--- src/rtl/mulpop_pkg.sv ---
// Shared types and constants for the round-robin multiply/popcount arbiter.
package mulpop_pkg;

  typedef enum logic [1:0] {IDLE, MULT, POP, RESP} state_t;

  localparam int AW          = 24;
  localparam int PW          = 48;
  localparam int RW          = 32;
  localparam int ONES_W      = 6;
  localparam int MULT_CYCLES = 24;

  function automatic logic [ONES_W-1:0] popcount32(input logic [RW-1:0] x);
    logic [ONES_W-1:0] n;
    n = '0;
    for (int i = 0; i < RW; i++) begin
      n = n + ONES_W'(x[i]);
    end
    return n;
  endfunction

endpackage

--- src/rtl/mulpop_arbiter_if.sv ---
// Requester and response channels of the multiply/popcount arbiter.
interface mulpop_arbiter_if #(parameter int NREQ = 4);
  import mulpop_pkg::*;

  localparam int IDW = (NREQ > 1) ? $clog2(NREQ) : 1;

  logic [NREQ-1:0]    req_valid;
  logic [NREQ-1:0]    req_ready;
  logic [NREQ*AW-1:0] req_a;
  logic [NREQ*AW-1:0] req_b;
  logic               rsp_valid;
  logic               rsp_ready;
  logic [IDW-1:0]     rsp_id;
  logic [RW-1:0]      rsp_w;
  logic [ONES_W-1:0]  rsp_ones;
  logic               rsp_ovf;

  modport master (
    output req_valid, req_a, req_b, rsp_ready,
    input  req_ready, rsp_valid, rsp_id, rsp_w, rsp_ones, rsp_ovf
  );

  modport slave (
    input  req_valid, req_a, req_b, rsp_ready,
    output req_ready, rsp_valid, rsp_id, rsp_w, rsp_ones, rsp_ovf
  );

endinterface

--- src/rtl/mulpop_engine.sv ---
// Fixed-latency 24x24 shift-add multiplier with popcount of the low product word.
module mulpop_engine
  import mulpop_pkg::*;
(
  input  logic              clk,
  input  logic              n_reset,
  input  logic              start,
  input  logic [AW-1:0]     a,
  input  logic [AW-1:0]     b,
  output logic              done,
  output logic [RW-1:0]     w,
  output logic [ONES_W-1:0] ones,
  output logic              ovf
);

  localparam logic [4:0] LAST_K = 5'(MULT_CYCLES - 1);

  logic [PW-1:0] a_q;
  logic [PW-1:0] acc;
  logic [AW-1:0] b_q;
  logic [4:0]    k;
  logic          active;

  // One partial product per cycle; all 24 bits are walked even for zero operands.
  always_ff @(posedge clk) begin
    if (!n_reset) begin
      a_q    <= '0;
      b_q    <= '0;
      acc    <= '0;
      k      <= '0;
      active <= 1'b0;
    end else if (start) begin
      a_q    <= {{(PW-AW){1'b0}}, a};
      b_q    <= b;
      acc    <= '0;
      k      <= '0;
      active <= 1'b1;
    end else if (active) begin
      if (b_q[k]) begin
        acc <= acc + (a_q << k);
      end
      if (k == LAST_K) begin
        active <= 1'b0;
      end else begin
        k <= k + 5'd1;
      end
    end
  end

  assign done = active && (k == LAST_K);
  assign w    = acc[RW-1:0];
  assign ones = popcount32(acc[RW-1:0]);
  assign ovf  = |acc[PW-1:RW];

endmodule

--- src/rtl/mulpop_arbiter.sv ---
// Round-robin front end that shares one mulpop_engine among NREQ requesters.
module mulpop_arbiter
  import mulpop_pkg::*;
#(
  parameter int NREQ = 4
)(
  input  logic             clk,
  input  logic             n_reset,
  mulpop_arbiter_if.slave  bus,
  output logic             busy,
  output logic [15:0]      job_count
);

  localparam int IDW = (NREQ > 1) ? $clog2(NREQ) : 1;

  state_t            state;
  state_t            state_nxt;
  logic [IDW-1:0]    ptr;
  logic [IDW-1:0]    grant;
  logic              grant_ok;
  logic              accept;
  logic              eng_done;
  logic [RW-1:0]     eng_w;
  logic [ONES_W-1:0] eng_ones;
  logic              eng_ovf;
  logic [IDW-1:0]    rsp_id_q;
  logic [RW-1:0]     rsp_w_q;
  logic [ONES_W-1:0] rsp_ones_q;
  logic              rsp_ovf_q;
  logic [15:0]       job_count_q;

  // First valid requester at or after the pointer, wrapping around.
  always_comb begin
    int idx;
    idx      = 0;
    grant    = '0;
    grant_ok = 1'b0;
    for (int i = 0; i < NREQ; i++) begin
      idx = int'(ptr) + i;
      if (idx >= NREQ) begin
        idx = idx - NREQ;
      end
      if (!grant_ok && bus.req_valid[idx]) begin
        grant_ok = 1'b1;
        grant    = IDW'(idx);
      end
    end
  end

  assign accept        = (state == IDLE) && grant_ok && n_reset;
  assign bus.req_ready = accept ? (NREQ'(1) << grant) : '0;

  always_comb begin
    state_nxt = state;
    case (state)
      IDLE:    if (accept)        state_nxt = MULT;
      MULT:    if (eng_done)      state_nxt = POP;
      POP:                        state_nxt = RESP;
      RESP:    if (bus.rsp_ready) state_nxt = IDLE;
      default:                    state_nxt = IDLE;
    endcase
  end

  mulpop_engine u_engine (
    .clk     (clk),
    .n_reset (n_reset),
    .start   (accept),
    .a       (bus.req_a[int'(grant)*AW +: AW]),
    .b       (bus.req_b[int'(grant)*AW +: AW]),
    .done    (eng_done),
    .w       (eng_w),
    .ones    (eng_ones),
    .ovf     (eng_ovf)
  );

  // Response fields are only rewritten at grant (id) and POP (result), so they hold under backpressure.
  always_ff @(posedge clk) begin
    if (!n_reset) begin
      state       <= IDLE;
      ptr         <= '0;
      rsp_id_q    <= '0;
      rsp_w_q     <= '0;
      rsp_ones_q  <= '0;
      rsp_ovf_q   <= 1'b0;
      job_count_q <= '0;
    end else begin
      state <= state_nxt;
      if (accept) begin
        rsp_id_q <= grant;
        ptr      <= (grant == IDW'(NREQ-1)) ? '0 : grant + IDW'(1);
      end
      if (state == POP) begin
        rsp_w_q    <= eng_w;
        rsp_ones_q <= eng_ones;
        rsp_ovf_q  <= eng_ovf;
      end
      if ((state == RESP) && bus.rsp_ready) begin
        job_count_q <= job_count_q + 16'd1;
      end
    end
  end

  assign bus.rsp_valid = (state == RESP);
  assign bus.rsp_id    = rsp_id_q;
  assign bus.rsp_w     = rsp_w_q;
  assign bus.rsp_ones  = rsp_ones_q;
  assign bus.rsp_ovf   = rsp_ovf_q;
  assign busy          = (state != IDLE);
  assign job_count     = job_count_q;

endmodule

--- src/flat_wrapper.sv ---
// flat-port wrapper written by rule: the top's interface ports become plain ports
module mulpop_arbiter_flat import mulpop_pkg::*;
#(
  parameter int NREQ = 4
)
  (clk, n_reset, busy, job_count, bus_req_valid, bus_req_a, bus_req_b, bus_rsp_ready, bus_req_ready, bus_rsp_valid, bus_rsp_id, bus_rsp_w, bus_rsp_ones, bus_rsp_ovf);
  mulpop_arbiter_if #(.NREQ(NREQ)) bus_i ();
  input  logic clk;
  input  logic n_reset;
  output logic busy;
  output logic [15:0] job_count;
  input wire logic [$bits(bus_i.req_valid)-1:0] bus_req_valid;
  input wire logic [$bits(bus_i.req_a)-1:0] bus_req_a;
  input wire logic [$bits(bus_i.req_b)-1:0] bus_req_b;
  input wire logic [$bits(bus_i.rsp_ready)-1:0] bus_rsp_ready;
  output wire logic [$bits(bus_i.req_ready)-1:0] bus_req_ready;
  output wire logic [$bits(bus_i.rsp_valid)-1:0] bus_rsp_valid;
  output wire logic [$bits(bus_i.rsp_id)-1:0] bus_rsp_id;
  output wire logic [$bits(bus_i.rsp_w)-1:0] bus_rsp_w;
  output wire logic [$bits(bus_i.rsp_ones)-1:0] bus_rsp_ones;
  output wire logic [$bits(bus_i.rsp_ovf)-1:0] bus_rsp_ovf;
  assign bus_i.req_valid = bus_req_valid;
  assign bus_i.req_a = bus_req_a;
  assign bus_i.req_b = bus_req_b;
  assign bus_i.rsp_ready = bus_rsp_ready;
  assign bus_req_ready = bus_i.req_ready;
  assign bus_rsp_valid = bus_i.rsp_valid;
  assign bus_rsp_id = bus_i.rsp_id;
  assign bus_rsp_w = bus_i.rsp_w;
  assign bus_rsp_ones = bus_i.rsp_ones;
  assign bus_rsp_ovf = bus_i.rsp_ovf;
  mulpop_arbiter #(.NREQ(NREQ)) u_core (.clk(clk), .n_reset(n_reset), .bus(bus_i), .busy(busy), .job_count(job_count));
endmodule
--- config.mk ---
export PLATFORM = sky130hd
export DESIGN_NAME = mulpop_arbiter_flat
export DESIGN_NICKNAME = d
export VERILOG_FILES = /design/src/rtl/mulpop_pkg.sv /design/src/rtl/mulpop_arbiter_if.sv /design/src/rtl/mulpop_engine.sv /design/src/rtl/mulpop_arbiter.sv /design/src/flat_wrapper.sv
export SDC_FILE = /design/constraint.sdc
export NUM_CORES = 1
export LEC_CHECK = 0
export BUFFER_PORTS_ARGS = -buffer_cell sky130_fd_sc_hd__buf_2
export CORE_MARGIN = 4
export CORE_UTILIZATION = 30
export CTS_CLUSTER_DIAMETER = 50
export DETAILED_ROUTE_END_ITERATION = 7
export GPL_TIMING_DRIVEN = 0
export HOLD_SLACK_MARGIN = 0.12
export PLACE_DENSITY = 0.46
export SLEW_MARGIN = 30
export SYNTH_ARGS = -nofsm -noshare
export SYNTH_HDL_FRONTEND = slang
export SYNTH_SLANG_ARGS = --single-unit
--- constraint.sdc ---
create_clock -name clk -period 6.1 [get_ports clk]
set_input_delay 0.915 -clock clk [delete_from_list [all_inputs] [get_ports clk]]
set_output_delay 0.915 -clock clk [all_outputs]
set_load 0.005 [all_outputs]
==> reports/metrics.csv <==
stage,metric,value,unit
synthesis,syn_area,12300,µm²
synthesis,avgSynthCellArea,7.67,µm²
grt,antenna_found_initial,3,
final_layout,area_delta_synth_final,20.9,%
sta,finalHoldViolations,0,
sta,skew,0.0125,ns
clock_tree,clk_pin_slew_worst_paths,0.07,ns
synthesis,synth_edf_count,0,
synthesis,ys_seq_elements,163,
synthesis,async_flop_share,0,
power_and_ir_drop,power_per_cell_area,336,nW/µm²
setup_path,arrival,6.18,ns
clock_tree,cts_tree,done,
floorplanning,dieArea,44300,µm²
clock_tree,cts_htree_levels,4,
final_layout,drive_gt1_frac,0.189,
route,postRouteAntennaNets,0,
clock_tree,cts_hold_buf,0,
route,num_vias,12700,
status,status,"finished, final reports clean",
floorplanning,coreArea,40100,µm²
placement,io_buffers,261,
setup_path,critical_path_required,6.43,ns
placement,placed_cells,2392,
setup_path,cp-end-kind,register,
sta,finalCriticalPeriod,5.85,ns
clock_tree,clockBufferDepth,2,
route,drc,0,
placement,place_hpwl,40800,µm
route,dr.first_iter.drc_count,836,
min_path,worstHoldPathType,reg -> reg,
sta,worst_pin_slew,0.955,ns
power_and_ir_drop,peakVddDrop,0.000156,V
grt,grt_pass1_wl,75400,µm
grt,gr-usage-met2,0.374,
synthesis,syn-num-nets,1893,
synthesis,synthCells,1605,
sta,fmax,171,MHz
setup_path,r2r_slack,0.25,ns
route,first_pass_iters,5,
final_layout,fin_nets,2174,
synthesis,synthXorXnorAreaFrac,0.0363,
grt,grt_use_total,0.219,
power_and_ir_drop,power,5000,µW
floorplanning,die_w,211,µm
final_layout,diodes,0,
clock_tree,cts_root_buf,clkbuf_16,
sta,maxSlewHeadroom,0.363,
setup_path,crit_path_start_kind,register,
sta,setup_viol,0,
clock_tree,numCtsBuffers,17,
sta,maxSlewViolCount,0,
power_and_ir_drop,p_leak,0.00657,µW
sta,fin_crit_sh,0.959,
synthesis,synthSimpleGateAreaFrac,0.245,
route,wl_per_cell,20.3,µm
grt,gr-max-usage-layer,met2,
synthesis,synthAdderAreaFrac,0.106,
synthesis,synth.area.mux_share,0.101,
synthesis,synth_cell_types,71,
synthesis,yosys_warnings,0,
synthesis,synth_compound_area_frac,0.191,
synthesis,ys_seq_area_frac,0.265,
job,max-cap-violations,0,
grt,grt_max_degree,19,
grt,overflow,0,
floorplanning,initial_core_util,0.307,
floorplanning,die_height,211,µm
route,vias_per_cell,5.22,
setup_path,criticalPathCategory,reg -> reg,
grt,use_met1,0.274,
setup_path,cp_max_fo,10,
clock_tree,clk_latency,0.46,ns
synthesis,synth_top_family_by_area,simple AND/OR/NAND/NOR gates,
clock_tree,cts_num_sinks,163,
final_layout,finalNonFillerCells,2424,
synthesis,ys.flop_type,dfxtp_1,
grt,grtUsageMet3,0.0452,
grt,grt_pass1_vias,13000,
floorplanning,pin_count,262,
clock_tree,postCtsResizedCells,0,
placement,routabilityCongestion,0.911,
clock_tree,post_cts_buffers,0,
floorplanning,num_rows,73,
route,routed_wl,49200,µm
[cell usage in the layout, fill, tap and decap left out, types with 48 or more instances in the layout]
cell type / instances
mux2i_1: 76
inv_1: 52
a32o_1: 49
a21oi_1: 101
dfxtp_1: 163
nand3_1: 120
ha_1: 64
buf_2: 273
o21ai_0: 48
nand2_1: 286
nor2_1: 178
clkbuf_1: 81
[worst max-delay path, stage by stage (launching register included)]
cell and delay, ns:
dfxtp_1 0.39, buf_2 0.32, buf_2 0.29, clkbuf_1 0.48, nand2_1 0.09, o21ai_0 0.53, o21ai_0 0.30, o21ai_0 0.34
nor2_1 0.07, a21oi_1 0.30, ha_1 0.18, clkbuf_1 0.29, nand4_1 0.22, nor4_2 0.51, and3_1 0.24, a32oi_2 0.09
a31oi_1 0.44, a31oi_1 0.17, and3_1 0.20, a311o_1 0.27
[metrics by stage]
stage / hold slack [ns] / instance area (µm²) / TNS (ns) / utilization / setup slack, ns
5_1_grt: 0.480 / 14900 / -0.00989 / 0.371 / -0.00538
4_1_cts: 0.472 / 14900 / 0 / 0.371 / 0.101
3_3_place_gp: 0.451 / 14300 / 0 / 0.356 / 0.189
3_5_place_dp: 0.458 / 14300 / 0 / 0.356 / 0.119
2_1_floorplan: 0.437 / 12300 / 0 / - / 1.42
6_report: 0.469 / 14900 / 0 / 0.371 / 0.251
[registers in the layout, summed over array words and instances, names as in the netlist, 5 cells and up]
name	flops
u_core.bus.rsp_w	32
u_core.u_engine.a_q	24
u_core.bus.rsp_ones	6
u_core.u_engine.b_q	24
u_core.job_count	16
u_core.u_engine.acc	48
u_core.u_engine.k	5
[path summary, 6_finish.rpt]
| kind | from | cells past startpoint | endpoint |
|---|---|---|---|
| min | u_core.bus.rsp_ones[5] | 2 | u_core.bus.rsp_ones[5] |
| max | u_core.u_engine.k[1] | 19 | u_core.u_engine.acc[45] |
| min reg2reg | u_core.bus.rsp_ones[5] | 2 | u_core.bus.rsp_ones[5] |
| max reg2reg | u_core.u_engine.k[1] | 19 | u_core.u_engine.acc[45] |
[synthesized netlist by cell type (all sizes together), types with 4 or more instances]
cell type    n  area, µm²
clkbuf      83        314
o22ai       16        100
nand2b       5       31.3
ha          64        801
nor2b        7       43.8
a211oi      10       75.1
a21oi      102        514
nand2      287       1080
mux2        11        124
nand4       16        100
nand3      120        601
inv         55        206
nor3        16       80.1
nor4        12       75.1
mux2i       76        761
nor2       178        668
buf         30        160
xnor2       24        210
o21ai       53        277
xor2        27        236
a31oi       19        119
o22a         4       35.0
a32o        49        490
and3        13       81.3
or3          8       50.1
dfxtp      163       3260
o21bai      11       86.3
a211o        8       70.1
o21a         5       37.5
and2        16        100
o211ai       6       45.0
a21o        23        173
mux4        16        360
fa          25        500
[per-layer routing]
| layer | vias up | share of wire | wire (µm) |
|---|---|---|---|
| li1 | 6277 | - | - |
| met1 | 5913 | 0.44 | 21500 |
| met2 | 386 | 0.47 | 23200 |
| met3 | 79 | 0.057 | 2790 |
| met4 | 6 | 0.033 | 1640 |
| met5 | - | 0.00057 | 28 |
[kinds of logic (layout without fill, tap and decap cells)]
| kind of cell | Yosys count | count (layout) |
|---|---|---|
| simple gates | 690 | 690 |
| compound gates | 340 | 340 |
| buf+inv | 169 | 463 |
| flops | 163 | 163 |
| mux | 103 | 103 |
| fa+ha+maj | 89 | 89 |
| xor+xnor | 51 | 51 |
[power by group]
group	internal [µW]	switching [µW]
Clock	549	542
Sequential	1270	186
Combinational	881	1570
Total	2700	2300
[final cells by class]
type / instances / area, µm²
plain buffers: 113 / 475
well taps: 525 / 657
inverters: 56 / 210
repair buffers: 262 / 1310
fillers: 4289 / 25200
flip-flops and latches: 163 / 3260
clock buffers: 17 / 425
multi-input cells: 1273 / 8370
clock inverters: 15 / 165
Note: power is estimated with default switching activity, not from simulation.
